`config.mk`:
```
export PLATFORM = sky130hd
export DESIGN_NAME = proc_mc
export DESIGN_NICKNAME = d
export VERILOG_FILES = /design/src/rtl/proc_mc_pkg.sv /design/src/rtl/proc_mc_regfile.sv /design/src/rtl/proc_mc.sv
export SDC_FILE = /design/constraint.sdc
export NUM_CORES = 2
export LEC_CHECK = 0
export CORE_MARGIN = 2
export CORE_UTILIZATION = 55
export DETAILED_ROUTE_END_ITERATION = 8
export PLACE_DENSITY = 0.78
export RECOVER_POWER = 100
export SETUP_SLACK_MARGIN = 0.02
export SYNTH_ARGS = -nofsm -noshare
export SYNTH_HDL_FRONTEND = slang
export SYNTH_SLANG_ARGS = --single-unit
```
`constraint.sdc`:
```
create_clock -name clk -period 71.1 [get_ports clk]
set_input_delay 7.11 -clock clk [delete_from_list [all_inputs] [get_ports clk]]
set_output_delay 7.11 -clock clk [all_outputs]
set_load 0.05 [all_outputs]
```
`src/rtl/proc_mc_pkg.sv`:
```
// proc_mc_pkg: opcodes, FSM encoding, instruction field positions and immediate sign-extension for proc_mc
package proc_mc_pkg;

    localparam logic [5:0] OP_ADD  = 6'd0;
    localparam logic [5:0] OP_SUB  = 6'd1;
    localparam logic [5:0] OP_AND  = 6'd2;
    localparam logic [5:0] OP_OR   = 6'd3;
    localparam logic [5:0] OP_XOR  = 6'd4;
    localparam logic [5:0] OP_SHL  = 6'd5;
    localparam logic [5:0] OP_SHR  = 6'd6;
    localparam logic [5:0] OP_ADDI = 6'd7;
    localparam logic [5:0] OP_LD   = 6'd8;
    localparam logic [5:0] OP_ST   = 6'd9;
    localparam logic [5:0] OP_BEQ  = 6'd10;
    localparam logic [5:0] OP_JMP  = 6'd11;
    localparam logic [5:0] OP_HALT = 6'd63;

    localparam int OP_MSB  = 31;
    localparam int OP_LSB  = 26;
    localparam int RD_MSB  = 25;
    localparam int RD_LSB  = 21;
    localparam int RS_MSB  = 20;
    localparam int RS_LSB  = 16;
    localparam int IMM_MSB = 15;
    localparam int IMM_LSB = 0;

    typedef enum logic [2:0] {
        S_FETCH,
        S_DECODE,
        S_EXEC,
        S_MEM,
        S_WB,
        S_HALT
    } state_t;

    // Widest supported datapath is 64 bits; callers size-cast down to XLEN.
    function automatic logic [63:0] sext16(input logic [15:0] v);
        return {{48{v[15]}}, v};
    endfunction

endpackage

```
`src/rtl/proc_mc_regfile.sv`:
```
// proc_mc_regfile: NREG x XLEN register file, r0 hardwired to zero
// Ports: clk, rst (async, active-high, clears all registers);
//        we/waddr/wdata synchronous write; raddr_a/raddr_b -> rdata_a/rdata_b asynchronous reads.
module proc_mc_regfile #(
    parameter int XLEN = 32,
    parameter int NREG = 32,
    localparam int AW = (NREG > 1) ? $clog2(NREG) : 1
) (
    input  logic            clk,
    input  logic            rst,
    input  logic            we,
    input  logic [AW-1:0]   waddr,
    input  logic [XLEN-1:0] wdata,
    input  logic [AW-1:0]   raddr_a,
    input  logic [AW-1:0]   raddr_b,
    output logic [XLEN-1:0] rdata_a,
    output logic [XLEN-1:0] rdata_b
);

    logic [XLEN-1:0] regs [NREG];

    always_ff @(posedge clk or posedge rst) begin
        if (rst) begin
            for (int i = 0; i < NREG; i++) regs[i] <= '0;
        end else if (we && waddr != '0) begin
            regs[waddr] <= wdata;
        end
    end

    assign rdata_a = (raddr_a == '0) ? '0 : regs[raddr_a];
    assign rdata_b = (raddr_b == '0) ? '0 : regs[raddr_b];

endmodule

```
`src/rtl/proc_mc.sv`:
```
// proc_mc: multi-cycle CPU sharing one req/ack memory port between instruction fetch and load/store
// Ports: clk, rst (async, active-high);
//        mem_req/mem_we/mem_addr/mem_wdata registered request, held until mem_ack;
//        mem_rdata/mem_ack read data and one-cycle completion strobe;
//        pc address of the current instruction; halted sticky once HALT retires.
module proc_mc
    import proc_mc_pkg::*;
#(
    parameter int XLEN = 32,
    parameter int NREG = 32,
    parameter logic [XLEN-1:0] RESET_PC = '0
) (
    input  logic            clk,
    input  logic            rst,
    output logic            mem_req,
    output logic            mem_we,
    output logic [XLEN-1:0] mem_addr,
    output logic [XLEN-1:0] mem_wdata,
    input  logic [XLEN-1:0] mem_rdata,
    input  logic            mem_ack,
    output logic [XLEN-1:0] pc,
    output logic            halted
);

    localparam int AW = (NREG > 1) ? $clog2(NREG) : 1;
    localparam int SW = $clog2(XLEN);

    state_t          state, state_n;
    logic [31:0]     ir;
    logic [XLEN-1:0] a_q, b_q, alu_q, alu_y, imm, ra, rb, pc_n, addr_n, wdata_n;
    logic [5:0]      op;
    logic [AW-1:0]   rd, rs;
    logic            ack_v, is_alu, is_mem, req_n, we_n;

    assign op     = ir[OP_MSB:OP_LSB];
    assign rd     = ir[RD_LSB +: AW];
    assign rs     = ir[RS_LSB +: AW];
    assign imm    = XLEN'(sext16(ir[IMM_MSB:IMM_LSB]));
    assign is_alu = op <= OP_ADDI;
    assign is_mem = op == OP_LD || op == OP_ST;
    // An ack outside an outstanding request (e.g. straight after reset) is dropped.
    assign ack_v  = mem_ack & mem_req;

    proc_mc_regfile #(.XLEN(XLEN), .NREG(NREG)) u_rf (
        .clk    (clk),
        .rst    (rst),
        .we     (state == S_WB),
        .waddr  (rd),
        .wdata  (alu_q),
        .raddr_a(rd),
        .raddr_b(rs),
        .rdata_a(ra),
        .rdata_b(rb)
    );

    // Branch/jump targets share the ALU adder through the default arm.
    always_comb begin
        case (op)
            OP_ADD:               alu_y = a_q + b_q;
            OP_SUB:               alu_y = a_q - b_q;
            OP_AND:               alu_y = a_q & b_q;
            OP_OR:                alu_y = a_q | b_q;
            OP_XOR:               alu_y = a_q ^ b_q;
            OP_SHL:               alu_y = a_q << b_q[SW-1:0];
            OP_SHR:               alu_y = a_q >> b_q[SW-1:0];
            OP_ADDI, OP_LD, OP_ST: alu_y = b_q + imm;
            default:              alu_y = pc + imm;
        endcase
    end

    always_ff @(posedge clk or posedge rst) begin
        if (rst) begin
            state     <= S_FETCH;
            pc        <= RESET_PC;
            ir        <= '0;
            a_q       <= '0;
            b_q       <= '0;
            alu_q     <= '0;
            mem_req   <= 1'b0;
            mem_we    <= 1'b0;
            mem_addr  <= '0;
            mem_wdata <= '0;
            halted    <= 1'b0;
        end else begin
            state     <= state_n;
            pc        <= pc_n;
            mem_req   <= req_n;
            mem_we    <= we_n;
            mem_addr  <= addr_n;
            mem_wdata <= wdata_n;
            halted    <= state_n == S_HALT;
            if (state == S_FETCH && ack_v) ir <= 32'(mem_rdata);
            if (state == S_DECODE) begin
                a_q <= ra;
                b_q <= rb;
            end
            if (state == S_EXEC) alu_q <= alu_y;
            if (state == S_MEM && ack_v) alu_q <= mem_rdata;
        end
    end

    always_comb begin
        state_n = state;
        case (state)
            S_FETCH:  state_n = ack_v ? S_DECODE : S_FETCH;
            S_DECODE: state_n = S_EXEC;
            S_EXEC:   state_n = is_mem ? S_MEM : is_alu ? S_WB : op == OP_HALT ? S_HALT : S_FETCH;
            S_MEM:    state_n = !ack_v ? S_MEM : op == OP_LD ? S_WB : S_FETCH;
            S_WB:     state_n = S_FETCH;
            default:  state_n = S_HALT;
        endcase
    end

    // Outputs are registered, so these are the values they take on the next edge;
    // the fetch address follows the updated pc so a new request starts with the right address.
    always_comb begin
        pc_n = pc;
        if (state == S_EXEC && !is_alu && !is_mem && op != OP_HALT)
            pc_n = (op == OP_JMP || (op == OP_BEQ && a_q == b_q)) ? alu_y : pc + 1'b1;
        else if (state == S_WB || (state == S_MEM && ack_v && op == OP_ST))
            pc_n = pc + 1'b1;
        req_n   = state_n == S_FETCH || state_n == S_MEM;
        we_n    = state_n == S_MEM && op == OP_ST;
        addr_n  = state_n == S_FETCH ? pc_n : state == S_EXEC ? alu_y : mem_addr;
        wdata_n = state == S_EXEC ? a_q : mem_wdata;
    end

endmodule

```
==> results.py <==
metrics = {
    "outcome": {
        "status": "complete, but fails checks",
        "failed_checks": "max-capacitance violations, max-slew violations",
    },
    "sta": {
        "relSlewSlack_pct": -446,
        "hold_viol_final": 0,
        "setup_violations": 0,
        "worstMarginPinSlew_ns": 8.19,
        "period_share_pct": 35.4,
        "period_minus_slack_ns": 25.19,
        "fmax_mhz": 39.7,
        "skew_ns": 0.0510,
        "rsz0062_at_grt": "no",
        "tns_ns": 0,
        "slew_viol_final": 2909,
    },
    "pwr": {
        "p_leak_uw": 0.0350,
        "power.total_uw": 1470,
        "ir_drop_mv": 0.0167,
        "p_per_area_mw_per_mm2": 18.4,
    },
    "synth": {
        "seq_area_frac_synth_pct": 42.8,
        "post-synth-top-area-fraction_pct": 42.8,
        "yosysTopAreaCell": "dfrtp_1",
        "synth_area_leaders": "dfrtp_1 (43%), mux2_2 (17%), mux4_2 (17%)",
        "syn_nets": 5917,
        "synth_ff_type": "dfrtp_1",
        "syn-cell-area_mm2": 0.0733,
        "synthArstFlopShare_pct": 100,
        "yosysUniqueCellTypes": 100,
        "synth_edf_count": 0,
        "synth_area_per_cell_um2": 12.8,
        "ys_warn_count": 0,
        "synthesis.instances": 5747,
        "ys_ff_latch": 1254,
    },
    "grt": {
        "grt_max_degree": 119,
        "grt.overflow.total": 0,
        "track_usage_pct": 39.8,
        "antenna_found_initial": 12,
        "grt_pass1_wl_mm": 391,
        "grt_pass1_vias": 55100,
    },
    "setup_path": {
        "end_kind": "async pin",
        "r2r-end": "b_q[1]$_DFFE_PP0P_",
        "r2r-start": "ir[16]$_DFFE_PP0P_",
        "cp_max_fo": 117,
        "reg2reg_slack_ns": 54.48,
        "worstPathRequired_ns": 71.12,
        "path_class": "primary input to async pin",
        "startpoint_type": "primary input",
        "crit_arrival_ns": 25.22,
        "r2r_cells": 10,
    },
    "placed_design": {
        "portBuffers": 133,
        "hpwl_mm": 176,
        "gp_congestion": 1.07,
    },
    "layout": {
        "fill_cells": 10000,
        "utilization_pct": 60.7,
        "nets": 5747,
        "drive_above_1_share_pct": 35.4,
        "synthToLayoutAreaGrowth_pct": 9.23,
    },
    "drt": {
        "drt_iter0_drc": 7824,
        "routed-via-count": 55400,
        "drt_wl_total_mm": 271,
        "antenna_left": 0,
        "route.met3.wl_mm": 33.3,
        "firstDrtPassIters": 6,
        "route.detailed.drc": 0,
        "wl_met2_mm": 119,
        "wl_met1_mm": 99.3,
        "via_per_inst": 7.43,
        "routedWlPerCell_um": 36.4,
        "highest_layer": "met5",
    },
    "cts": {
        "cts_setup_buffers": 0,
        "clock_sinks": 1254,
        "cts_tree": "built",
        "clk_path_buf_depth": 3,
        "ctsHoldBuffers": 0,
        "cts_buffers": 136,
        "h-tree-depth": 4,
        "clk_pin_slew_ns": 0.06,
        "insertion_delay_ns": 0.83,
        "root_buffer": "clkbuf_16",
        "cts_resized": 0,
    },
    "floorplan": {
        "rows": 133,
        "die_area_mm2": 0.136,
        "start_util_pct": 55.6,
        "die_h_um": 369,
        "io_pins": 134,
        "core-area_mm2": 0.132,
        "die_w_um": 369,
    },
    "hold_path": {
        "min_from": "u_rf.regs[1020]$_DFFE_PP0P_",
        "hp-class": "flip-flop to flip-flop",
        "min_to": "u_rf.regs[1020]$_DFFE_PP0P_",
        "hold_depth": 0,
    },
    "job": {
        "cap_violations": 76,
    },
}
-- flip-flops by register name, summed over array words and instances (netlist names) --
signal / count
mem_wdata: 32
ir: 32
mem_we: 1
mem_addr: 32
alu_q: 32
b_q: 32
mem_req: 1
u_rf.regs: 1024
pc: 32
halted: 1
state: 3
a_q: 32
-- how the worst max path moves through the flow --
| stage | from | endpoint | slack (ns) |
|---|---|---|---|
| floorplan | rst | a_q[0]$_DFFE_PP0P_ | 28.65 |
| global placement | rst | u_rf.regs[787]$_DFFE_PP0P_ | 58.29 |
| detailed placement | rst | u_rf.regs[659]$_DFFE_PP0P_ | 58.20 |
| CTS | rst | u_rf.regs[787]$_DFFE_PP0P_ | 59.02 |
| global route | rst | u_rf.regs[659]$_DFFE_PP0P_ | 42.33 |
| finish | rst | u_rf.regs[659]$_DFFE_PP0P_ | 45.91 |
-- metal layers --
layer	vias to the layer above	global-route usage (%)
li1	21700	-
met3	1010	12.3
met5	-	0
met1	28700	52.4
met4	8	24.6
met2	3988	57.5
-- per-stage QoR --
step,hold WS (ns),worst slack [ns],cells,instance area (um2)
4_1_cts,0.398,59.02,7441,80500
3_3_place_gp,0.377,58.29,7194,75800
3_5_place_dp,0.383,58.20,7194,75800
6_report,0.395,45.91,7446,80000
5_1_grt,0.407,42.33,7441,80000
2_1_floorplan,0.441,28.65,5747,73300
-- cells in the mapped netlist, types with 45 or more instances --
| cell type | count |
|---|---|
| a21oi_1 | 209 |
| a221oi_1 | 49 |
| a22oi_1 | 165 |
| buf_1 | 157 |
| buf_2 | 72 |
| clkbuf_1 | 326 |
| dfrtp_1 | 1254 |
| ha_1 | 132 |
| inv_1 | 101 |
| mux2_2 | 1097 |
| mux2i_1 | 145 |
| mux4_2 | 545 |
| nand2_1 | 267 |
| nand3_1 | 45 |
| nand4_1 | 50 |
| nor2_1 | 210 |
| nor3_1 | 54 |
| o21ai_0 | 231 |
| o221ai_1 | 47 |
| o22ai_1 | 61 |
| xnor2_1 | 46 |
-- cells in the final DEF (no fill, tap or decap), types with 23 or more instances in the layout --
master / n
a211oi_1: 27
a21o_1: 30
a21oi_1: 208
a221oi_1: 52
a22oi_1: 165
buf_4: 66
clkbuf_1: 88
clkbuf_16: 141
clkbuf_8: 36
clkdlybuf4s50_1: 32
dfrtp_1: 1246
dlygate4sd3_1: 101
ha_1: 132
inv_1: 100
mux2_2: 1094
mux2i_1: 145
mux4_2: 545
nand2_1: 260
nand2b_1: 23
nand3_1: 45
nand4_1: 50
nor2_1: 207
nor3_1: 50
o211ai_1: 37
o21ai_0: 235
o221ai_1: 47
o22ai_1: 61
o31ai_1: 25
xnor2_1: 46
xor2_1: 28
-- logic make-up after synthesis --
family / share of synthesized area, %
multiplexers: 35.6
AND/OR/NAND/NOR: 4.87
buffers and inverters: 3.66
AO/OA/AOI/OAI: 9.81
adder cells (fa/ha/maj): 2.34
XOR/XNOR: 0.884
flip-flops: 42.8
-- critical path: stages --
cell           delay [ns]
dlygate4sd3_1        0.55
clkinvlp_2           2.90
clkbuf_1             2.74
clkbuf_1             2.62
clkbuf_1             2.93
clkbuf_1             3.19
clkbuf_1             2.88
-- where the power goes --
group | switching (uW) | total, uW | leakage [uW] | internal, uW
Combinational | 15.6 | 17.5 | 0.0156 | 1.85
Clock | 315 | 741 | 0.00228 | 427
Sequential | 0 | 714 | 0.0171 | 714
-- area by class of cell --
type	count	area, um2	share of cell area [%]
Tap cell	1755	2200	2.74
Clock inverter	44	533	0.666
Sequential cell	1254	31400	39.2
Timing Repair Buffer	262	2080	2.60
Antenna cell	5	12.5	0.0156
Multi-Input combinational cell	3819	39300	49.1
Clock buffer	203	4120	5.15
Inverter	104	392	0.489
(Power assumes the default switching activity.)
